**src/rtl/vx_burst_rr_arbiter_pkg.sv**
```systemverilog
// ============================================================================
// Module      : vx_arb_pkg
// Description : Shared types and helpers for the burst round-robin arbiter:
//               FSM state encoding, index-width helper and the rotating
//               priority mask used by the double-width pick.
// Revision    : 1.0 - initial release
// ============================================================================
`default_nettype none

package vx_arb_pkg;

  // Arbiter FSM: free to arbitrate, or holding a grant for a burst
  typedef enum logic [0:0] {
    IDLE   = 1'b0,
    LOCKED = 1'b1
  } arb_state_e;

  // Widest requester vector the priority-mask helper can describe
  localparam int unsigned c_MAX_REQS = 64;

  // Index width that never collapses to zero bits
  function automatic int unsigned log2up(input int unsigned n);
    return (n > 1) ? $clog2(n) : 1;
  endfunction

  // Bits strictly above the last winner and below the requester count.
  // These requesters outrank everyone at or below the pointer this round.
  function automatic logic [c_MAX_REQS-1:0] rr_mask(input int unsigned ptr,
                                                    input int unsigned n);
    logic [c_MAX_REQS-1:0] m;
    m = '0;
    for (int unsigned i = 0; i < c_MAX_REQS; i++) begin
      if ((i > ptr) && (i < n)) begin
        m[i] = 1'b1;
      end
    end
    return m;
  endfunction

endpackage

`default_nettype wire

```
**src/rtl/VX_onehot_encoder.sv**
```systemverilog
// ============================================================================
// Module      : VX_onehot_encoder
// Description : Library one-hot to binary encoder. OR-reduces the indices of
//               all set bits, so a true one-hot input yields its position;
//               REVERSE mirrors the index numbering.
// Revision    : 1.0 - initial release
// ============================================================================
`default_nettype none

module VX_onehot_encoder
  import vx_arb_pkg::*;
#(
  parameter int N       = 4,
  parameter int REVERSE = 0,
  parameter int LN      = log2up(N)
) (
  input  logic [N-1:0]  data_in,
  output logic [LN-1:0] data_out,
  output logic          valid_out
);

  // Encode by OR-ing together the index of every set input bit
  always_comb begin
    data_out = '0;
    for (int i = 0; i < N; i++) begin
      if (data_in[i]) begin
        data_out = data_out | LN'((REVERSE != 0) ? (N - 1 - i) : i);
      end
    end
  end

  // Flag that some input bit is set
  always_comb begin
    valid_out = |data_in;
  end

endmodule

`default_nettype wire

```
**src/rtl/vx_burst_rr_arbiter.sv**
```systemverilog
// ============================================================================
// Module      : vx_burst_rr_arbiter
// Description : Round-robin arbiter for one shared downstream port with
//               optional burst locking. The winner keeps the grant until it
//               flags end-of-burst or the burst-length cap is reached.
// Revision    : 1.0 - initial release
// ============================================================================
`default_nettype none

module vx_burst_rr_arbiter
  import vx_arb_pkg::*;
#(
  parameter int NUM_REQS     = 4,
  parameter int LOCK_ENABLE  = 1,
  parameter int MAX_BURST    = 8,
  parameter int LOG_NUM_REQS = log2up(NUM_REQS)
) (
  input  logic                    clk,
  input  logic                    reset_n,
  input  logic [NUM_REQS-1:0]     req_valid,
  input  logic [NUM_REQS-1:0]     req_last,
  output logic [NUM_REQS-1:0]     grant_onehot,
  output logic [LOG_NUM_REQS-1:0] grant_index,
  output logic                    grant_valid,
  input  logic                    grant_ready
);

  // NUM_REQS must not exceed c_MAX_REQS (width of the rotating-mask helper)
  localparam int                      c_CNT_W    = log2up(MAX_BURST);
  localparam bit                      c_CAN_LOCK = (LOCK_ENABLE != 0) && (MAX_BURST > 1);
  localparam logic [c_CNT_W-1:0]      c_CNT_LAST = c_CNT_W'(MAX_BURST - 1);
  localparam logic [c_CNT_W-1:0]      c_CNT_ONE  = c_CNT_W'(1);
  localparam logic [LOG_NUM_REQS-1:0] c_PTR_RST  = LOG_NUM_REQS'(NUM_REQS - 1);

  arb_state_e                state_q,     state_d;
  logic [LOG_NUM_REQS-1:0]   rr_ptr_q,    rr_ptr_d;
  logic [LOG_NUM_REQS-1:0]   lock_idx_q,  lock_idx_d;
  logic [c_CNT_W-1:0]        burst_cnt_q, burst_cnt_d;

  logic [c_MAX_REQS-1:0]     w_mask_full;
  logic [NUM_REQS-1:0]       w_mask;
  logic [2*NUM_REQS-1:0]     w_dbl;
  logic [2*NUM_REQS-1:0]     w_dbl_oh;
  logic                      w_found;
  logic [NUM_REQS-1:0]       w_rr_oh;
  logic [NUM_REQS-1:0]       w_lock_oh;
  logic                      w_fire;
  logic                      w_last_hit;
  logic                      w_enc_valid_unused;

  // Rotating priority: lower half holds requesters above the last winner,
  // upper half holds everyone, so the first set bit wraps without modulo
  always_comb begin
    w_mask_full = rr_mask(32'(rr_ptr_q), NUM_REQS);
    w_mask      = w_mask_full[NUM_REQS-1:0];
    w_dbl       = {req_valid, req_valid & w_mask};
  end

  // Lowest set bit of the double-width vector, folded back to NUM_REQS bits
  always_comb begin
    w_dbl_oh = '0;
    w_found  = 1'b0;
    for (int i = 0; i < 2 * NUM_REQS; i++) begin
      if (w_dbl[i] && !w_found) begin
        w_dbl_oh[i] = 1'b1;
        w_found     = 1'b1;
      end
    end
    w_rr_oh = w_dbl_oh[NUM_REQS-1:0] | w_dbl_oh[2*NUM_REQS-1:NUM_REQS];
  end

  // Decode the locked requester into a one-hot vector
  always_comb begin
    w_lock_oh = '0;
    for (int i = 0; i < NUM_REQS; i++) begin
      w_lock_oh[i] = (lock_idx_q == LOG_NUM_REQS'(i));
    end
  end

  // Grant outputs: fresh pick when idle, pinned to the owner when locked
  always_comb begin
    if (state_q == LOCKED) begin
      grant_onehot = w_lock_oh;
      grant_valid  = |(req_valid & w_lock_oh);
    end else begin
      grant_onehot = w_rr_oh;
      grant_valid  = |req_valid;
    end
  end

  VX_onehot_encoder #(
    .N       (NUM_REQS),
    .REVERSE (0),
    .LN      (LOG_NUM_REQS)
  ) u_grant_enc (
    .data_in   (grant_onehot),
    .data_out  (grant_index),
    .valid_out (w_enc_valid_unused)
  );

  // Transfer handshake and the current grantee's end-of-burst flag
  always_comb begin
    w_fire     = grant_valid & grant_ready;
    w_last_hit = |(req_last & grant_onehot);
  end

  // Next-state: registers move only on a transfer, otherwise they hold
  always_comb begin
    state_d     = state_q;
    rr_ptr_d    = rr_ptr_q;
    lock_idx_d  = lock_idx_q;
    burst_cnt_d = burst_cnt_q;
    if (w_fire) begin
      case (state_q)
        IDLE: begin
          rr_ptr_d = grant_index;
          if (c_CAN_LOCK && !w_last_hit) begin
            state_d     = LOCKED;
            lock_idx_d  = grant_index;
            burst_cnt_d = c_CNT_ONE;
          end
        end
        LOCKED: begin
          // rr_ptr already equals lock_idx from the transfer that locked
          if (w_last_hit || (burst_cnt_q == c_CNT_LAST)) begin
            state_d = IDLE;
          end else begin
            burst_cnt_d = burst_cnt_q + c_CNT_ONE;
          end
        end
        default: state_d = IDLE;
      endcase
    end
  end

  // State registers; async reset drops any lock immediately
  always_ff @(posedge clk or negedge reset_n) begin
    if (!reset_n) begin
      state_q     <= IDLE;
      rr_ptr_q    <= c_PTR_RST;
      lock_idx_q  <= '0;
      burst_cnt_q <= '0;
    end else begin
      state_q     <= state_d;
      rr_ptr_q    <= rr_ptr_d;
      lock_idx_q  <= lock_idx_d;
      burst_cnt_q <= burst_cnt_d;
    end
  end

endmodule

`default_nettype wire

```
**config.mk**
```make
export PLATFORM = sky130hd
export DESIGN_NAME = vx_burst_rr_arbiter
export DESIGN_NICKNAME = d
export VERILOG_FILES = /design/src/rtl/vx_burst_rr_arbiter_pkg.sv /design/src/rtl/VX_onehot_encoder.sv /design/src/rtl/vx_burst_rr_arbiter.sv
export SDC_FILE = /design/constraint.sdc
export NUM_CORES = 1
export LEC_CHECK = 0
export BUFFER_PORTS_ARGS = -buffer_cell sky130_fd_sc_hd__buf_4
export CAP_MARGIN = 20
export CORE_MARGIN = 1.5
export CORE_UTILIZATION = 45
export DETAILED_ROUTE_END_ITERATION = 8
export GPL_ROUTABILITY_DRIVEN = 0
export PLACE_DENSITY = 0.73
export SETUP_SLACK_MARGIN = 0.1
export SLEW_MARGIN = 10
export SYNTH_ARGS = -nofsm -noshare
export SYNTH_HDL_FRONTEND = slang
export SYNTH_HIERARCHICAL = 1
export SYNTH_SLANG_ARGS = --single-unit
```
**constraint.sdc**
```tcl
create_clock -name clk -period 1.85 [get_ports clk]
set_clock_uncertainty 0.05 [all_clocks]
set_input_delay 0.37 -clock clk [delete_from_list [all_inputs] [get_ports clk]]
set_output_delay 0.37 -clock clk [all_outputs]
set_load 0.005 [all_outputs]
```
==> metrics.txt <==
Syn Inst Count=71; first-pass detailed-route iteration total=4; area overhead of the layout relative to synthesis=61.0%; Setup crit start kind=flip-flop; worst relative slew slack=74.3%; final count of hold timing violations=0; number of diodes=0; TritonCTS Sinks=8; worst reg-to-reg path cell count=7; sequential cell area in the final layout=204 um^2; Avg Cell Area, Syn=9.22 um^2; starting density of the core=49.1%; vias in the first global route=685; Residual DRC=0; num ports=18; sum of overflow across all layers after global routing=0; total clock buffers created by CTS=3; most congested layer reported by global routing=met2; Worst-Skew Late Latency=260 ps; number of warnings issued by yosys=6; fmax=468 MHz; Arr. time, crit path=1720 ps; result of the run=finished with violations; RSZ-0062 raised after global routing=true; met3 Resource Use GR=7.07%; number of maximum-capacitance violations=0; Overall Global Routing Usage=30.2%; met1 global-route usage=33.7%; kind of end point of the critical path=output pin; Cell Area, Placed=923 um^2; clock tree root buffer cell=sky130_fd_sc_hd__clkbuf_4; CTS tree=yes; CP max FO=8; maximum clock insertion buffer count=2; type of the worst setup path=flip-flop to output pin; multi-input gate area in the final layout=453 um^2; Routed Wire Length=2.18 mm; count of non-filler cells in the finished layout=129; DP Cell Count=116; global-route wire length before repair=3.15 mm; die height=41.1 um; cells along the critical path=a21oi_1 > o2111ai_2 > o21ai_1 > or2_1 > buf_4; final setup vio count=14; Post-Syn Nets=84; DP HPWL=1.45 mm; portion of the clock cycle consumed by the worst path in the final layout=116%; Cell Area, Synth=654 um^2; full die area=1690 um^2; Starting DRT DRC Count=8; filler instances=87; critical path's slowest cell=sky130_fd_sc_hd__dfstp_2; final std cell area, no fill=1050 um^2; Vias/cell=5.62; antenna violations before repair=0; layout cells sized above 1=53.5%; row count=13; Clk pin slew, worst setup/hold paths=60 ps; M2 GR Usage=55.5%; standby leakage power=0.522 nW; maximum number of pins on one net before global-route repair=10; final total power=1.77 mW; actual transition at the worst max-transition pin=382 ps; number of input and output port buffers inserted=17; wire length per cell after detailed routing=16.9 um; Hold WC Path Type=input pin to async pin; Power Dens Cells=1680 nW/um^2; Worst Setup Slack, final=-289 ps; Core Region=1330 um^2; vias after detailed routing=725; clock period minus worst slack=2140 ps; number of max-slew violations in the final report=0; utilization after layout=79.0%; violated checks=setup timing; data required time at the worst endpoint=1430 ps; Max stage delay on crit path=590 ps; total number of H-tree levels=1; remaining antenna violation count after routing=0; net total in the final layout=129; die width=41.1 um; VDD IR-drop max=1070 uV
-- layout by cell type, fill, tap and decap left out, types with 3 or more instances in the layout --
cell,count
sky130_fd_sc_hd__inv_1,7
sky130_fd_sc_hd__nor2_1,4
sky130_fd_sc_hd__clkbuf_4,3
sky130_fd_sc_hd__dfrtp_1,5
sky130_fd_sc_hd__o22ai_1,3
sky130_fd_sc_hd__nand2b_1,3
sky130_fd_sc_hd__mux2_2,4
sky130_fd_sc_hd__buf_4,38
sky130_fd_sc_hd__mux2i_1,4
sky130_fd_sc_hd__buf_6,3
sky130_fd_sc_hd__nand2_1,7
-- through the flow --
step / setup WS (ps) / hold slack, ps / TNS [ps]
floorplan: -6.18 / 24.4 / -17.6
global placement: -149 / 140 / -1010
detailed placement: -237 / 141 / -1330
CTS: -231 / 422 / -1900
global route: -358 / 415 / -3630
finish: -289 / 414 / -2750
-- routing by layer --
metal	vias to the layer above	routed length [um]
met5	-	0
met4	0	44
met3	6	81
met2	22	1160
met1	351	891
li1	346	-
-- power breakdown --
| part | internal, mW | switching, mW | total [mW] | leakage (nW) |
|---|---|---|---|---|
| clock network | 0.0745 | 0.0627 | 0.137 | 0.0138 |
| registers | 0.275 | 0.108 | 0.383 | 0.0936 |
| logic | 0.713 | 0.535 | 1.25 | 0.415 |
-- state kept, by name, summed over array words and instances (netlist names) --
signal / flops
burst_cnt_q: 3
lock_idx_q: 2
rr_ptr_q: 2
state_q: 1
-- critical path, delay by kind of cell, from the launching register on --
| family | cells | cell delay, ps |
|---|---|---|
| AO/OA/AOI/OAI | 3 | 480 |
| buffers and inverters | 1 | 140 |
| flip-flops | 1 | 590 |
| AND/OR/NAND/NOR | 1 | 250 |
-- timing repair --
item,in CTS,in global routing
gates resized for setup,6,2
setup buffers,6,3
setup endpoints to repair,15,15
pin swaps,3,1
gates cloned,0,0
hold buffers,1,0
hold endpoints to repair,6,0
-- layout make-up --
class / count / area share, %
inverter: 7 / 2.49
clock buffer: 3 / 2.14
tap: 15 / 1.78
multi-input combinational: 54 / 43.0
timing repair buffer: 42 / 31.2
sequential: 8 / 19.4
-- worst paths after layout --
kind,startpoint,to,slack (ps)
max,rr_ptr_q[1],grant_index[1],-290
min,reset_n,burst_cnt_q[2],410
max reg2reg,rr_ptr_q[1],burst_cnt_q[0],-290
min reg2reg,burst_cnt_q[2],burst_cnt_q[2],480
max in group asynchronous,reset_n,rr_ptr_q[1],1110
min in group clk,grant_ready,state_q,470
No activity file was read; power rests on OpenSTA's default activity.
